`config.mk`:
```
export PLATFORM = sky130hd
export DESIGN_NAME = audio_arbiter
export DESIGN_NICKNAME = d
export VERILOG_FILES = /design/src/rtl/audio_pkg.sv /design/src/rtl/sfx_rom.sv /design/src/rtl/audio_arbiter.sv
export SDC_FILE = /design/constraint.sdc
export NUM_CORES = 1
export LEC_CHECK = 0
export ABC_CLOCK_PERIOD_IN_PS = 7590
export CORE_MARGIN = 10
export CORE_UTILIZATION = 62
export CTS_BUF_LIST = sky130_fd_sc_hd__clkbuf_4
export CTS_CLUSTER_SIZE = 14
export DETAILED_ROUTE_END_ITERATION = 6
export PLACE_DENSITY = 0.95
export SETUP_SLACK_MARGIN = 0.02
export SLEW_MARGIN = 20
export SYNTH_ARGS = -nofsm -noshare
export SYNTH_HDL_FRONTEND = slang
export SYNTH_SLANG_ARGS = --single-unit
```
`constraint.sdc`:
```
create_clock -name clk -period 7.59 [get_ports clk]
set_input_delay 1.518 -clock clk [delete_from_list [all_inputs] [get_ports clk]]
set_output_delay 1.518 -clock clk [all_outputs]
set_load 0.1 [all_outputs]
```
`src/rtl/audio_pkg.sv`:
```
// audio_pkg: note codes, effect ids, effect lengths and note sequences shared by the audio arbiter
package audio_pkg;
  localparam logic [4:0] NOTE_REST = 5'd0;
  localparam logic [4:0] NOTE_L_C = 5'd1, NOTE_L_D = 5'd2, NOTE_L_E = 5'd3, NOTE_L_F = 5'd4;
  localparam logic [4:0] NOTE_L_G = 5'd5, NOTE_L_GS = 5'd6, NOTE_L_A = 5'd7, NOTE_L_B = 5'd8;
  localparam logic [4:0] NOTE_M_C = 5'd9, NOTE_M_D = 5'd10, NOTE_M_E = 5'd11, NOTE_M_F = 5'd12;
  localparam logic [4:0] NOTE_M_G = 5'd13, NOTE_M_GS = 5'd14, NOTE_M_A = 5'd15, NOTE_M_B = 5'd16;
  localparam logic [1:0] SFX_NONE = 2'd0, SFX_DROP = 2'd1, SFX_CLEAR = 2'd2, SFX_OVER = 2'd3;
  localparam int LEN_DROP = 2, LEN_CLEAR = 4, LEN_OVER = 8;
  localparam logic [1:0][4:0] DROP_SEQ = {NOTE_L_C, NOTE_L_G};
  localparam logic [3:0][4:0] CLEAR_SEQ = {NOTE_M_B, NOTE_M_G, NOTE_M_E, NOTE_M_C};
  localparam logic [7:0][4:0] OVER_SEQ = {NOTE_L_C, NOTE_L_E, NOTE_L_G, NOTE_L_A,
                                          NOTE_L_B, NOTE_M_C, NOTE_M_D, NOTE_M_E};
  typedef enum logic [1:0] {IDLE, PLAY, GAP} state_t;
  function automatic logic [1:0] top_id(input logic [2:0] v);
    return v[2] ? SFX_OVER : v[1] ? SFX_CLEAR : v[0] ? SFX_DROP : SFX_NONE;
  endfunction
  function automatic logic [2:0] last_step(input logic [1:0] id);
    return id == SFX_OVER ? 3'(LEN_OVER - 1) : id == SFX_CLEAR ? 3'(LEN_CLEAR - 1) : 3'(LEN_DROP - 1);
  endfunction
endpackage

```
`src/rtl/sfx_rom.sv`:
```
// sfx_rom: combinational (effect id, step) to note-code lookup; out-of-range steps return rest
module sfx_rom
  import audio_pkg::*;
(
  input  logic [1:0] id,
  input  logic [2:0] step,
  output logic [4:0] note
);
  always_comb
    note = id == SFX_OVER ? OVER_SEQ[step] :
           id == SFX_CLEAR && step < 3'(LEN_CLEAR) ? CLEAR_SEQ[step[1:0]] :
           id == SFX_DROP && step < 3'(LEN_DROP) ? DROP_SEQ[step[0]] : NOTE_REST;
endmodule

```
`src/rtl/audio_arbiter.sv`:
```
// audio_arbiter: shares the tone generator between music and sound effects.
// Define AUDIO_ARB_GAP_EN for one silent step between the final effect and resumed music.
module audio_arbiter
  import audio_pkg::*;
#(
  parameter int STEP_CYCLES = 3_125_000
) (
  input  logic       clk,
  input  logic       rst,
  input  logic       music_en,
  input  logic [4:0] music_note,
  input  logic [2:0] level_in,
  input  logic       evt_drop,
  input  logic       evt_clear,
  input  logic       evt_over,
  output logic [4:0] note_out,
  output logic [2:0] level_out,
  output logic       sfx_busy,
  output logic [1:0] sfx_id
);
  localparam int CW = $clog2(STEP_CYCLES);
`ifdef AUDIO_ARB_GAP_EN
  localparam state_t DONE = GAP;
`else
  localparam state_t DONE = IDLE;
`endif
  state_t state, state_n;
  logic [1:0] id, id_n, start_id;
  logic [2:0] step, step_n, pend, pend_n, evt, req;
  logic [CW-1:0] cnt, cnt_n;
  logic [4:0] rom_note;
  logic tick, last, start;
  sfx_rom u_rom (.id(id_n), .step(step_n), .note(rom_note));
  // Pending bits never outrank the playing effect, so only a fresh event can preempt mid-effect.
  always_comb begin
    evt = {evt_over, evt_clear, evt_drop};
    req = pend | evt;
    tick = cnt == CW'(STEP_CYCLES - 1);
    last = state == PLAY && tick && step == last_step(id);
    start_id = state == PLAY && !last ? (top_id(evt) > id ? top_id(evt) : SFX_NONE) : top_id(req);
    start = start_id != SFX_NONE;
    state_n = start ? PLAY : last ? DONE : state == GAP && tick ? IDLE : state;
    cnt_n = start || state == IDLE || tick ? '0 : cnt + 1'b1;
    step_n = start || state != PLAY || last ? '0 : step + 3'(tick);
    id_n = start ? start_id : state == PLAY && !last ? id : SFX_NONE;
    pend_n = start ? req & ~(3'b001 << (start_id - 2'd1)) &
                     (evt_over && start_id == SFX_OVER ? 3'b100 : 3'b111) : req;
  end
  always_ff @(posedge clk)
    if (!rst) begin
      state <= IDLE;
      id <= SFX_NONE;
      step <= '0;
      cnt <= '0;
      pend <= '0;
      note_out <= NOTE_REST;
      level_out <= '0;
      sfx_busy <= 1'b0;
      sfx_id <= SFX_NONE;
    end else begin
      state <= state_n;
      id <= id_n;
      step <= step_n;
      cnt <= cnt_n;
      pend <= pend_n;
      note_out <= state_n == PLAY ? rom_note :
                  state_n == IDLE && music_en && music_note <= NOTE_M_B ? music_note : NOTE_REST;
      level_out <= level_in;
      sfx_busy <= state_n != IDLE;
      sfx_id <= id_n;
    end
endmodule

```
==> impl_metrics.sql <==
INSERT INTO impl_metrics (metric_group, metric, value, unit) VALUES
('clock_tree', 'clock_latency', '0.36', 'ns'),
('synth', 'syn-num-nets', '260', ''),
('pwr', 'power.density', '201', 'mW/mm²'),
('floorplan', 'core', '0.00336', 'mm²'),
('cells_and_area', 'drive_above_1_share', '12.9', '%'),
('critical_path', 'crit_slowest_cell', 'clkdlybuf4s50_1', ''),
('synth', 'total_number_of_yosys_warnings', '0', ''),
('synth', 'yosysTopAreaCell', 'dfxtp_1', ''),
('clock_tree', 'tritoncts', 'built', ''),
('pwr', 'power.ir.vdd_worst', '0.000170', 'V'),
('floorplan', 'placement_rows', '21', ''),
('critical_path', 'arrival', '4.46', 'ns'),
('hold_path', 'min_path_type', 'flip-flop to flip-flop', ''),
('sta', 'worst_pin_slew', '0.989', 'ns'),
('critical_path', 'critical_path_capture_point_type', 'flip-flop', ''),
('clock_tree', 'cts-root-to-sink-buffers', '2', ''),
('synth', 'synthArstFlopShare', '0', '%'),
('synth', 'yosys-top-cells-area', 'dfxtp_1, xor2_1, nor2_1, xnor2_1, ha_1', ''),
('sta', 'timing_hold_violations_final', '0', ''),
('placed_design', 'post-dp-hpwl', '3.60', 'mm'),
('cells_and_area', 'nFillCells', '257', ''),
('critical_path', 'worstPathCellList', 'clkdlybuf4s50_1 -> or2_2 -> ha_1 -> nor2b_1 -> o221a_2 -> a211oi_1 -> a22oi_1 -> a2111oi_1 -> o32ai_1', ''),
('synth', 'synth_sequential_area_ratio', '37.7', '%'),
('clock_tree', 'cts-htree-levels', '2', ''),
('drt', 'firstDrtPassIters', '4', ''),
('placed_design', 'port_buffers', '24', ''),
('cells_and_area', 'finish.net_count', '281', ''),
('cells_and_area', 'final_area', '0.00249', 'mm²'),
('grt', 'antenna_violations_before_repair', '0', ''),
('floorplan', 'die_height', '79.2', 'µm'),
('drt', 'dr.first_iter.drc_count', '169', ''),
('placed_design', 'finalWeightedCongestion', '0.875', ''),
('critical_path', 'path_max_fanout', '9', ''),
('synth', 'post-synth-top-area-fraction', '37.7', '%'),
('sta', 'fmax', '237', 'MHz'),
('grt', 'grt_first_pass_wirelength', '8.23', 'mm'),
('synth', 'synth_flop_cell', 'dfxtp_1', ''),
('clock_tree', 'postCtsSetupRepairBufs', '0', ''),
('sta', 'setup_repair_after_global_routing_missed_its_margin', 'false', ''),
('synth', 'syn-cell-area', '0.00217', 'mm²'),
('drt', 'postRouteAntennaNets', '0', ''),
('cells_and_area', 'area_growth_syn_to_layout', '14.6', '%'),
('clock_tree', 'ctsHoldBuffers', '0', ''),
('floorplan', 'ios', '25', ''),
('grt', 'grt_overflow_total', '0', ''),
('flow_run', 'maxCapViolCount', '0', ''),
('clock_tree', 'ctsResizeCount', '0', ''),
('critical_path', 'timing.critical_path.from_type', 'primary input', ''),
('clock_tree', 'clock_sinks', '41', ''),
('floorplan', 'die_width', '79.2', 'µm'),
('drt', 'routedWlPerCell', '15.3', 'µm'),
('cells_and_area', 'antennaDiodeCount', '0', ''),
('sta', 'maxSlewViolCount', '0', ''),
('synth', 'post-synth-top-count-cell', 'dfxtp_1', ''),
('synth', 'postSynthRegisterBits', '41', ''),
('sta', 'totalNegativeSetupSlack', '0', 'ns'),
('clock_tree', 'clock-root-buffer', 'clkbuf_4', ''),
('drt', 'vias_per_cell', '5.91', ''),
('grt', 'grt_max_degree', '23', ''),
('synth', 'synth_top_cells_by_count', 'dfxtp_1, nor2_1, nand2_1', ''),
('critical_path', 'cp_data_required_time', '7.83', 'ns'),
('sta', 'layout_worst_path_cycle_share', '55.7', '%'),
('synth', 'yosys.cell_types.count', '51', ''),
('drt', 'detailroute.via_count', '1825', ''),
('placed_design', 'placed_cell_area', '0.00241', 'mm²'),
('placed_design', 'dp_worst_setup_slack', '3.06', 'ns'),
('clock_tree', 'cts.reportedPaths.clkPinSlew', '0.13', 'ns'),
('outcome', 'result_of_the_run', 'finished, final reports clean', ''),
('sta', 'relSlewSlack', '33.9', '%'),
('pwr', 'leakagePower', '0.857', 'nW'),
('grt', 'via_count_of_the_first_global_routing_pass', '1686', '');
## where the power goes
part           total [mW]  internal, mW  switching [mW]
registers           0.231         0.224         0.00694
logic               0.126        0.0400          0.0857
clock network       0.144        0.0697          0.0745
## final timing paths
check	from	endpoint	slack, ns	cells past startpoint
worst max-delay path	evt_over	note_out[0]	3.37	9
worst min-delay path	cnt[0]	cnt[0]	0.47	1
worst max register to register	cnt[0]	note_out[0]	4.58	11
worst min register to register	cnt[0]	cnt[0]	0.47	1
## final cells by class
type	instances	area [µm²]	share of cell area, %
multi-input cells	182	1260	50.5
flip-flops and latches	41	821	32.9
repair buffers	24	240	9.64
well taps	46	57.6	2.31
clock inverters	3	46.3	1.86
clock buffers	5	37.5	1.51
inverters	8	30.0	1.21
## registers in the layout, indices dropped and copies added, names as in the netlist
name and flops:
cnt 22, note_out 5, level_out 3, pend 3, step 3, id 2, state 2, sfx_busy 1
## cell families after synthesis
group / Yosys count / synth area share, %
compound gates: 35 / 14.7
xor+xnor: 22 / 8.86
fa+ha+maj: 5 / 2.88
buf+inv: 18 / 4.37
flops: 41 / 37.7
mux: 1 / 0.690
simple gates: 119 / 30.7
## layer usage
| metal | GRT usage [%] | vias up | wire length, µm |
|---|---|---|---|
| met5 | 0 | - | 0 |
| met4 | 5.20 | 0 | 63 |
| met3 | 4.73 | 8 | 298 |
| met2 | 25.0 | 59 | 2160 |
| met1 | 20.4 | 845 | 2210 |
| li1 | - | 913 | - |
## per-stage QoR
step / utilization (%) / total power, mW / hold slack, ns / std cells
after floorplan: - / 0.330 / 0.426 / 241
after global placement: 71.6 / 0.358 / 0.436 / 301
after detailed placement: 71.6 / 0.361 / 0.444 / 301
after CTS: 74.1 / 0.503 / 0.473 / 309
after global routing: 74.1 / 0.520 / 0.486 / 309
final: 74.1 / 0.501 / 0.470 / 309
## cells in the final DEF (no fill, tap or decap), types with 3 or more instances in the layout
master and count:
nand4_1 9, nand2_1 16, nand3_1 12, clkdlybuf4s50_1 24, xnor2_1 9, and3_1 6, a21oi_1 3, a22o_1 3
xor2_1 13, nor2_1 30, o221a_2 3, inv_1 8, o211ai_1 4, or2_2 3, a31oi_1 3, nor2_2 10
dfxtp_1 41, nor3_1 6, ha_1 5, clkbuf_4 5, and4_1 4, and2_1 7, nor4_1 3
Power figures use the tool's default switching activity.
